==> config.mk <==
export PLATFORM = sky130hd
export DESIGN_NAME = spi_flash_responder
export DESIGN_NICKNAME = d
export VERILOG_FILES = /design/src/rtl/spi_flash_pkg.sv /design/src/rtl/spi_edge_sync.sv /design/src/rtl/spi_flash_responder.sv
export SDC_FILE = /design/constraint.sdc
export NUM_CORES = 1
export LEC_CHECK = 0
export CORE_ASPECT_RATIO = 2
export CORE_MARGIN = 4
export CORE_UTILIZATION = 46
export DETAILED_ROUTE_END_ITERATION = 7
export HOLD_SLACK_MARGIN = 0.1
export PLACE_DENSITY = 0.62
export SYNTH_ARGS = -nofsm -noshare
export SYNTH_HDL_FRONTEND = slang
export SYNTH_SLANG_ARGS = --single-unit
==> constraint.sdc <==
create_clock -name p_clk -period 46.5 [get_ports p_clk]
set_clock_uncertainty 0.1 [all_clocks]
set_input_delay 4.65 -clock p_clk [delete_from_list [all_inputs] [get_ports p_clk]]
set_output_delay 4.65 -clock p_clk [all_outputs]
set_load 0.01 [all_outputs]
==> src/rtl/spi_flash_pkg.sv <==
// Shared constants, state type and command helper for the SPI flash responder.
package spi_flash_pkg;

   localparam logic [7:0] CMD_READ  = 8'h01;
   localparam logic [7:0] CMD_WRITE = 8'h02;
   localparam logic [7:0] MISO_IDLE = 8'hFF;

   localparam logic [3:0] BYTE_CMD       = 4'd1;
   localparam logic [3:0] BYTE_ADDR_LAST = 4'd4;
   localparam logic [3:0] BYTE_DATA_LAST = 4'd8;

   typedef enum logic [2:0] {
      IDLE,
      CMD,
      ADDR,
      DATA,
      DRAIN
   } state_e;

   function automatic logic cmd_known(input logic [7:0] c);
      return (c == CMD_READ) || (c == CMD_WRITE);
   endfunction

endpackage

==> src/rtl/spi_edge_sync.sv <==
// Synchronizes s_clk/s_css into p_clk and produces one-cycle edge pulses.
// s_mosi is delayed by the same number of stages so mosi_q is valid with clk_rise.
module spi_edge_sync #(
   parameter int W = 8
) (
   input  logic         p_clk,
   input  logic         p_reset,
   input  logic         s_clk,
   input  logic         s_css,
   input  logic [W-1:0] s_mosi,
   output logic         clk_rise,
   output logic         css_fall,
   output logic         css_rise,
   output logic [W-1:0] mosi_q
);

   logic [1:0]   clk_sync_q;
   logic [1:0]   css_sync_q;
   logic         clk_prev_q;
   logic         css_prev_q;
   logic         clk_rise_q;
   logic         css_fall_q;
   logic         css_rise_q;
   logic [W-1:0] mosi_s0_q;
   logic [W-1:0] mosi_s1_q;
   logic [W-1:0] mosi_s2_q;

   // Two-flop synchronizers, a history flop and registered edge pulses (pin edge + 3 p_clk).
   // css resets high so a released reset with css already high raises no edge.
   always_ff @(posedge p_clk or posedge p_reset) begin
      if (p_reset) begin
         clk_sync_q <= 2'b00;
         css_sync_q <= 2'b11;
         clk_prev_q <= 1'b0;
         css_prev_q <= 1'b1;
         clk_rise_q <= 1'b0;
         css_fall_q <= 1'b0;
         css_rise_q <= 1'b0;
         mosi_s0_q  <= '0;
         mosi_s1_q  <= '0;
         mosi_s2_q  <= '0;
      end else begin
         clk_sync_q <= {clk_sync_q[0], s_clk};
         css_sync_q <= {css_sync_q[0], s_css};
         clk_prev_q <= clk_sync_q[1];
         css_prev_q <= css_sync_q[1];
         clk_rise_q <= clk_sync_q[1] & ~clk_prev_q;
         css_fall_q <= ~css_sync_q[1] & css_prev_q;
         css_rise_q <= css_sync_q[1] & ~css_prev_q;
         mosi_s0_q  <= s_mosi;
         mosi_s1_q  <= mosi_s0_q;
         mosi_s2_q  <= mosi_s1_q;
      end
   end

   assign clk_rise = clk_rise_q;
   assign css_fall = css_fall_q;
   assign css_rise = css_rise_q;
   assign mosi_q   = mosi_s2_q;

endmodule

==> src/rtl/spi_flash_responder.sv <==
// NOR-flash responder: decodes cmd/addr/data frames, stores words, returns read bytes.
//
//   state | meaning
//   IDLE  | css high, waiting for a frame
//   CMD   | frame open, expecting command byte
//   ADDR  | collecting address bytes 2..4
//   DATA  | bytes 5..8: staging write data or shifting read data out
//   DRAIN | frame finished or bad command; bytes ignored until css rises
module spi_flash_responder
   import spi_flash_pkg::*;
#(
   parameter int SPIBITWIDE = 8,
   parameter int MEM_WORDS  = 16
) (
   input  logic                  p_clk,
   input  logic                  p_reset,
   input  logic                  s_clk,
   input  logic                  s_css,
   input  logic [SPIBITWIDE-1:0] s_mosi,
   output logic [SPIBITWIDE-1:0] s_miso,
   output logic                  wr_commit,
   output logic                  frame_err
);

   localparam int AW = (MEM_WORDS > 1) ? $clog2(MEM_WORDS) : 1;

   logic                  clk_rise;
   logic                  css_fall;
   logic                  css_rise;
   logic [SPIBITWIDE-1:0] mosi_q;

   state_e                state_q, state_d;
   logic [3:0]            cnt_q, cnt_d;
   logic [7:0]            cmd_q, cmd_d;
   logic [23:0]           addr_q, addr_d;
   logic [23:0]           stage_q, stage_d;
   logic [SPIBITWIDE-1:0] miso_q, miso_d;
   logic                  commit_q, commit_d;
   logic                  err_q, err_d;
   logic                  mem_we;
   logic [31:0]           mem_q [MEM_WORDS];

   logic [3:0]            byte_n;
   logic [23:0]           lk_addr;
   logic                  in_range;
   logic [31:0]           rd_word;

   spi_edge_sync #(.W(SPIBITWIDE)) u_sync (
      .p_clk    (p_clk),
      .p_reset  (p_reset),
      .s_clk    (s_clk),
      .s_css    (s_css),
      .s_mosi   (s_mosi),
      .clk_rise (clk_rise),
      .css_fall (css_fall),
      .css_rise (css_rise),
      .mosi_q   (mosi_q)
   );

   // Number of the byte arriving now; saturates so trailing bytes never alias to the cmd slot.
   assign byte_n   = (cnt_q == BYTE_DATA_LAST) ? cnt_q : cnt_q + 4'd1;
   // On byte 4 the address is not yet registered, so look up with the incoming byte merged in.
   assign lk_addr  = (byte_n == BYTE_ADDR_LAST) ? {addr_q[15:0], mosi_q} : addr_q;
   assign in_range = (lk_addr < 24'(MEM_WORDS));
   assign rd_word  = in_range ? mem_q[lk_addr[AW-1:0]] : 32'hFFFF_FFFF;

   // Frame state register and datapath registers.
   always_ff @(posedge p_clk or posedge p_reset) begin
      if (p_reset) begin
         state_q  <= IDLE;
         cnt_q    <= '0;
         cmd_q    <= '0;
         addr_q   <= '0;
         stage_q  <= '0;
         miso_q   <= MISO_IDLE;
         commit_q <= 1'b0;
         err_q    <= 1'b0;
      end else begin
         state_q  <= state_d;
         cnt_q    <= cnt_d;
         cmd_q    <= cmd_d;
         addr_q   <= addr_d;
         stage_q  <= stage_d;
         miso_q   <= miso_d;
         commit_q <= commit_d;
         err_q    <= err_d;
      end
   end

   // Next-state logic; css rise takes priority so a coincident byte is dropped.
   always_comb begin
      state_d  = state_q;
      cnt_d    = cnt_q;
      cmd_d    = cmd_q;
      addr_d   = addr_q;
      stage_d  = stage_q;
      miso_d   = miso_q;
      commit_d = 1'b0;
      err_d    = err_q;
      mem_we   = 1'b0;
      if (css_rise) begin
         state_d = IDLE;
         cnt_d   = '0;
         miso_d  = MISO_IDLE;
         if ((state_q != IDLE) && (cnt_q >= BYTE_CMD) && (cnt_q < BYTE_DATA_LAST))
            err_d = 1'b1;
      end else if (css_fall) begin
         state_d = CMD;
         cnt_d   = '0;
         err_d   = 1'b0;
         miso_d  = MISO_IDLE;
      end else if (clk_rise && (state_q != IDLE)) begin
         cnt_d = byte_n;
         case (state_q)
            CMD: begin
               cmd_d = mosi_q;
               if (cmd_known(mosi_q)) begin
                  state_d = ADDR;
               end else begin
                  state_d = DRAIN;
                  err_d   = 1'b1;
               end
            end
            ADDR: begin
               addr_d = {addr_q[15:0], mosi_q};
               if (byte_n == BYTE_ADDR_LAST) begin
                  state_d = DATA;
                  if (cmd_q == CMD_READ) miso_d = rd_word[31:24];
               end
            end
            DATA: begin
               if (byte_n == BYTE_DATA_LAST) begin
                  state_d = DRAIN;
                  miso_d  = MISO_IDLE;
                  if ((cmd_q == CMD_WRITE) && in_range) begin
                     mem_we   = 1'b1;
                     commit_d = 1'b1;
                  end
               end else begin
                  stage_d = {stage_q[15:0], mosi_q};
                  if (cmd_q == CMD_READ) begin
                     case (byte_n)
                        4'd5:    miso_d = rd_word[23:16];
                        4'd6:    miso_d = rd_word[15:8];
                        default: miso_d = rd_word[7:0];
                     endcase
                  end
               end
            end
            DRAIN:   miso_d  = MISO_IDLE;
            default: state_d = IDLE;
         endcase
      end
   end

   // Word array; cleared by reset, written on the last data byte of an in-range write.
   always_ff @(posedge p_clk or posedge p_reset) begin
      if (p_reset) begin
         for (int i = 0; i < MEM_WORDS; i++) mem_q[i] <= '0;
      end else if (mem_we) begin
         mem_q[addr_q[AW-1:0]] <= {stage_q, mosi_q};
      end
   end

   assign s_miso    = miso_q;
   assign wr_commit = commit_q;
   assign frame_err = err_q;

endmodule

=== Word level (Yosys, flattened, before mapping) ===
Index checks and enable logic that the tools add are counted.

* Input bits: 12
* Memories kept: 0
* RAM bits: 0
* Register bits after elaboration: 618
* Latch bits: 0
* Output and inout bits: 10
* Memory bits (read-only): 0
* Logic and storage cells: 128

* Muxes and demuxes: 40
* Equality and inequality tests: 20
* Add/sub/neg operators: 1
* Reduce and logical (&&, ||, !) cells: 16
* Shift operators: 0
* Bitwise operators: 11
* Div/mod/pow operators: 0
* Multiply operators: 0
* $lt $le $gt $ge: 6

{| class="wikitable"
|+ Operator list
! kind !! number
|-
| 512-bit bitwise mux || 1
|-
| 32-bit binary-select mux with 4-bit select || 1
|-
| 32-bit demux with 4-bit select || 1
|-
| 32-bit 2-to-1 mux || 4
|-
| 8-bit 2-to-1 mux || 7
|-
| 24-bit by 5-bit less-than comparator with 1-bit output, second input constant || 1
|-
| 24-bit 2-to-1 mux || 1
|-
| 8-bit case mux with 3 select lines || 1
|-
| 3-bit 2-to-1 mux || 6
|-
| 8-bit by 1-bit equality test with 1-bit output, second input constant || 2
|-
| 8-bit by 2-bit equality test with 1-bit output, second input constant || 2
|-
| 4-bit 2-to-1 mux || 4
|-
| 8-bit case mux with 2 select lines || 1
|-
| 4-bit AND reduction || 4
|-
| 4-bit by 3-bit equality test with 1-bit output, second input constant || 3
|-
| 1-bit 2-to-1 mux || 12
|-
| 4-bit by 2-bit inequality test with 1-bit output, second input constant || 3
|-
| 3-bit case mux with 4 select lines || 1
|-
| 5-bit >= comparator, second input constant || 2
|-
| 4-bit inverter with 5-bit output || 2
|-
| 5-bit AND reduction || 2
|-
| 3-bit nonzero test || 3
|-
| 4-bit equality test, second input constant || 2
|-
| 3-bit by 2-bit equality test with 1-bit output, second input constant || 2
|-
| 14 further kinds || 26
|}

=== Logic depth before layout (Yosys ltp) ===
Gate-level depths: netlist (run 1).

* Depth after elaboration: 16
* Mapped depth: 15
* Gate-level depth less buffers: 10

=== Hierarchy ===
Synthesis (run 1) repeated with hierarchy kept, for this count alone.

* Cells, all modules: 2258
* Area, all modules: 27848.0 sq um

{| class="wikitable"
|+ Modules (own cells, without submodules)
! module !! sequential area each (sq um) !! times used !! area an instance (sq um) !! cells an instance
|-
| spi_flash_responder || 14649.0 || 1 || 26993.4 || 2221
|-
| spi_edge_sync || 829.5 || 1 || 854.6 || 37
|}

=== Worst setup path after synthesis (run 1) ===
No wires, ideal clock.

* Path type: register -> output
* Start point: register miso_q[1] (netlist: s_miso[1])
* End point: output s_miso[1]
* Data required time: 41750 ps
* Cell stages (with the launch flop): 1
* Arrival time: 529 ps
* Path buffers: 0
* Slack: 41221 ps
* Cell sequence: dfstp_2

{| class="wikitable"
|+ RTL lines
! element !! RTL line !! RTL
|-
| start, declared || spi_flash_responder.sv:37 || <nowiki>logic [SPIBITWIDE-1:0] miso_q, miso_d;</nowiki>
|-
| start signal, assigned || spi_flash_responder.sv:84 || <nowiki>miso_q <= miso_d;</nowiki>
|-
| end, declared || spi_flash_responder.sv:20 || <nowiki>output logic [SPIBITWIDE-1:0] s_miso,</nowiki>
|}

No word-level cell between the ends.

==> metrics, run 1 <==
status=complete, no violations; path type of the worst min-delay path=flip-flop to flip-flop; CP endpoint kind=async pin; Ys Warns=0; # diodes=0; Max VDD drop=47.9 uV; Non-Filler Instances=3068; Die Ht=360 um; CP arrival=8.33 ns; crit path cell chain=clkdlybuf4s50_1 > inv_8 > buf_4 > buf_4 > buf_4; Initial Util=46.5%; Mapped Nets=2339; top_reg_cell synth=dfrtp_1; DRC viols=0; FF-to-FF path depth=12; Syn-to-layout area delta=8.70%; sequential share of power=50.8%; CTS max path bufs=3; FFs w/ async S/R, synth=100%; cell area after synthesis=28500 um2; antenna violations before repair=1; worst hold stages=0; dpl cell area=29200 um2; compound-cell area share of the yosys netlist=7.69%; minimum clock period=7.88 ns; CTS clk-pin slew, worst paths=~0.070 ns; All-Layer GR Usage=24.9%; crit-path max cell delay=~0.87 ns; Synth Register Bits=618; setup repair after global routing missed its margin=false; First-pass DRT Iterations=7; Yosys cell types=a little under 90; number of max-cap violations=0; final core utilization=50.6%; CP Class=input port to async pin; Fin. Hold Viols=0; Worst Setup Start Kind=input port; fraction of layout cells with a size suffix above 1=32.9%; overall routed net length=between 80000 and 90000 um; LEAKAGE=14.8 nW; H-Tree Depth=2; global-route wire length before repair=~130000 um; critical path required time=around 47 ns; Final period util=16.9%; synth top area cells=dfrtp_1, mux2_2, nand2_1; post-synth top area share=53.3%; via count=19.4k; FP Rows=128; routed len/inst=roughly 27 um; initial DRC count=1477; Worst-Skew Late Latency=0.59 ns; CTS tree=done; Final nets=2266; sequential fraction of the synthesis area=54.4%; Antenna Violating Nets Remaining=0; main combinational cell family by area after synthesis=multiplexers; multiplexer area fraction after synthesis=a little under a quarter; Num Clock Sinks=618; Core ar.=a little over 60000 um2; IO buf count=21; fmax=127 MHz; Simple-Gate Fraction of Synth Area=10.3%; EDFF count, synth=0; crit path max fanout=134; Clock Power Share=42.4%; PwrDens=~35 nW/um2; DP Cell Count=2975; worst-margin pin slew=1.27 ns; area leader, netlist=dfrtp_1; num ports=22; Root Buffer Master=clkbuf_16; vias in the first global route=19.9k; Avg Inst Size Synth=between 10 and 15 um2; GRT overflow=0; largest net degree at the start of global routing=135; cell area after layout=31000 um2; adder-cell share of the synthesized area=0.176%; P_int=0.828 mW; Chip Width=184 um; Slew Viols, Final=0; cell with the most instances after synthesis=dfrtp_1; via/cell ratio=6.31; Min Hold Slack=~0.24 ns; # setup viols final=0; cells after synthesis=2323; fill count=5361; Slowest cell on crit path=buf_4; relative slew slack=14.7%; # resized after CTS=0; die area=between 60000 and 70000 um2; Crit path top cell by count=buf_4; Combinational Power Share=between 6 and 7%; Psw=0.263 mW; Final HPWL DP=47300 um; post-synthesis xor/xnor area fraction=less than 1%; setup TNS=0 ns; top cells by count, synth=dfrtp_1, mux2_2, nand2_1; hold buffers post-CTS=0; total CTS buffers=53; Sw Ratio=24.1%; Post-CTS Setup Bufs=0; routability cong.=around 0.8
cell usage in the layout, fill, tap and decap left out, types with 30 or more instances in the layout:
master     count
o21ai_0       75
a21oi_1       36
a31oi_1       35
clkbuf_16     53
buf_4         49
a211oi_1      30
mux2_2       556
nand3_1      123
and3_1        55
mux2i_1       34
dfrtp_1      607
nand2_1      254
worst max-delay path: cells and delay by family:
family / cells / cell delay, ns
buf+inv: 5 / 3.41
final timing paths:
| check | from | to | slack [ns] |
|---|---|---|---|
| max in group p_clk | s_miso[4] | s_miso[4] | 40.08 |
| worst max register to register | cnt_q[1] | s_miso[3] | 40.66 |
| worst max-delay path | p_reset | mem_q[390] | 38.62 |
| worst min register to register | u_sync.mosi_s0_q[0] | u_sync.mosi_s1_q[0] | 0.24 |
| worst min-delay path | u_sync.mosi_s0_q[0] | u_sync.mosi_s1_q[0] | 0.24 |
| min in group asynchronous | p_reset | mem_q[287] | 4.54 |
power by group through the flow:
stage	registers, mW	logic, mW	clock network, mW
after global routing	0.554	0.0803	0.491
after CTS	0.554	0.0754	0.472
after floorplan	0.559	0.0491	0
final	0.554	0.0750	0.462
after detailed placement	0.564	0.0752	0
after global placement	0.563	0.0739	0
area by class of cell:
class / count / area (um2) / area share, %
clock buffers: 79 / 1550 / 5.02
clock inverters: 14 / 225 / 0.728
inverters: 14 / 60.1 / 0.194
multi-input cells: 1493 / 12100 / 39.0
flip-flops and latches: 618 / 15500 / 50.0
well taps: 780 / 976 / 3.15
repair buffers: 70 / 578 / 1.87
flip-flops by register name, indices dropped and copies added, names as in the netlist, 2 cells and up:
name	cells
mem_q	512
addr_q	24
stage_q	24
cmd_q	8
s_miso	8
u_sync.mosi_q	8
u_sync.mosi_s0_q	8
u_sync.mosi_s1_q	8
cnt_q	4
state_q	3
u_sync.clk_sync_q	2
u_sync.css_sync_q	2
kinds of logic (layout without fill, tap and decap cells):
family	count (synthesis)	in the layout
buf+inv	212	177
flops	618	618
simple gates	574	574
fa+ha+maj	4	4
xor+xnor	6	6
compound gates	310	310
mux	599	599
layer usage:
metal  GRT usage, %  wire length, um  part of all wire [%]  vias up
met5              0               20                 0.024        -
met4           12.2             5120                   6.2        2
met3           2.78             3920                   4.7      235
met2           43.7            42500                    51      629
met1           30.4            31400                    38    10211
li1               -                -                     -     8274
through the flow:
| stage | setup WS [ns] | power (mW) |
|---|---|---|
| final | 38.62 | 1.09 |
| after global routing | 38.06 | 1.13 |
| after CTS | 38.52 | 1.10 |
| after detailed placement | 37.89 | 0.639 |
| after global placement | 38.03 | 0.637 |
| after floorplan | 24.46 | 0.608 |
Power figures use the tool's default switching activity.
==> inputs of run 2 (changes only) <==
Settings changed: PLACE_DENSITY 0.62 to 0.64.
Clock period 46.5 ns to 6.5 ns, I/O delays scaled along.
==> metrics, run 2 (synthesis gave the netlist of run 1 again) <==
status=complete, no violations; final core utilization=50.8% (+0.17 points); DRC viols=0 (unchanged); FP Rows=128 (unchanged); CP Class=flip-flop to flip-flop; total CTS buffers=53 (unchanged); die area=66200 um2 (unchanged); FF-to-FF path depth=10 (-2); cell area after layout=31100 um2 (+0.34%); CP endpoint kind=flip-flop; crit path cell chain=ha_1 > or3b_2 > o221ai_4 > nand2_8 > buf_4 > a211oi_1 > a221oi_1 > a31o_2 > o41ai_1 > a21oi_1; critical path required time=6.89 ns (-40.07 ns); commonest non-fill, non-tap cell in the layout=dfrtp_1; IO buf count=21 (unchanged); Die Ht=360 um (unchanged); Syn-to-layout area delta=9.06%; relative slew slack=13.2% (-1.5 points); setup TNS=0 ns (unchanged); Worst-Skew Late Latency=0.61 ns (+0.02 ns); Num Clock Sinks=618 (unchanged); path type of the worst min-delay path=flip-flop to flip-flop; vias in the first global route=20.2k (+1.9%); Core ar.=61200 um2 (unchanged); minimum clock period=5.72 ns; number of max-cap violations=0 (unchanged); Antenna Violating Nets Remaining=0 (unchanged); CTS clk-pin slew, worst paths=0.07 ns (about the same); setup ws final=0.784 ns (-37.84 ns); CP arrival=6.10 ns (-2.23 ns); num ports=22 (unchanged); Slowest cell on crit path=o41ai_1; Min Hold Slack=0.249 ns (+0.00532 ns); Slew Viols, Final=0 (unchanged); # diodes=0 (unchanged); Root Buffer Master=clkbuf_16; overall routed net length=82500 um (-0.50%); CTS tree=done; All-Layer GR Usage=24.8% (-0.11 points); Chip Width=184 um (unchanged); crit-path max cell delay=1.00 ns (+0.13 ns); via/cell ratio=6.30 (-0.16%); initial DRC count=1519 (+2.8%); via count=19.4k (+0.067%); commonest non-fill, non-tap cells in the layout=dfrtp_1, mux2_2, nand2_1; H-Tree Depth=2 (unchanged); PwrDens=251 nW/um2 (+610%); GRT overflow=0 (unchanged); largest net degree at the start of global routing=178 (+32%); DP Cell Count=2976 (+0.034%); Reg with most FFs=mem_q; # setup viols final=0 (unchanged); Fin. Hold Viols=0 (unchanged); dpl cell area=29300 um2 (+0.32%); routed len/inst=26.8 um (-0.73%); fmax=175 MHz; biggest regs=mem_q (512), addr_q (24), stage_q (24); Tot Pwr=7.81 mW (+620%); max reg flops=512 (unchanged); Final HPWL DP=48500 um (+2.6%); Final period util=87.9%; worst-margin pin slew=1.30 ns (+0.0289 ns); Setup WS pre-CTS=0.920 ns (-36.97 ns); Initial Util=46.5% (unchanged); hold buffers post-CTS=0 (unchanged); Final nets=2267 (+0.044%); routability cong.=0.850 (+4.7%); setup repair after global routing missed its margin=false; Non-Filler Instances=3075 (+0.23%); Max VDD drop=229 uV (+380%); Post-CTS Setup Bufs=0 (unchanged); First-pass DRT Iterations=8 (+1); LEAKAGE=14.9 nW (+0.35%); CTS max path bufs=3 (unchanged); worst hold stages=0 (unchanged); antenna violations before repair=0 (-1); crit path max fanout=71 (-47%); Worst Setup Start Kind=flip-flop; global-route wire length before repair=126000 um (about the same); fraction of layout cells with a size suffix above 1=32.9% (about the same); # resized after CTS=0 (unchanged)
[run 2: changes by cell type in the layout (fill, tap and decap cells not counted), sizes merged]
cell,previous run,this run
buf,49,50
bufinv,6,4
clkinv,6,7
inv,14,15
clkbuf,79,85
[run 2: area by class of cell]
type	instances	area (um2)
Clock inverter	14	180
Sequential cell	618	15500
Inverter	14	56.3
Fill cell	5355	30100
Multi-Input combinational cell	1493	12100
Tap cell	780	976
Timing Repair Buffer	71	661
Clock buffer	85	1610
[run 2: path summary, 6_finish.rpt]
path / slack (ns) / to / startpoint
setup / recovery: 0.78 / s_miso[4] / cnt_q[1]
hold / removal: 0.25 / u_sync.mosi_q[0] / u_sync.mosi_s1_q[0]
setup reg to reg: 0.78 / s_miso[4] / cnt_q[1]
hold reg to reg: 0.25 / u_sync.mosi_q[0] / u_sync.mosi_s1_q[0]
max in group asynchronous: 4.29 / mem_q[338] / p_reset
min in group asynchronous: 0.47 / mem_q[383] / p_reset
[run 2: power by group]
part / leakage (nW) / switching (mW) / internal (mW)
sequential: 8.51 / 0.0694 / 3.89
clock: 0.878 / 1.45 / 1.86
combinational: 5.47 / 0.388 / 0.155
total: 14.9 / 1.91 / 5.90
[run 2: critical path, delay by kind of cell, from the launching register on]
kind | cells | cell delay [ns]
flops | 1 | 0.62
simple gates | 2 | 1.13
fa+ha+maj | 1 | 0.46
buf+inv | 1 | 0.57
compound gates | 6 | 2.65
[run 2: layer usage]
metal	share of wire [%]	up-vias	track usage [%]
met5	0	-	0
met1	38	10215	29.9
met3	4.6	221	2.85
met4	6.0	0	13.0
met2	52	650	43.3
li1	-	8278	-
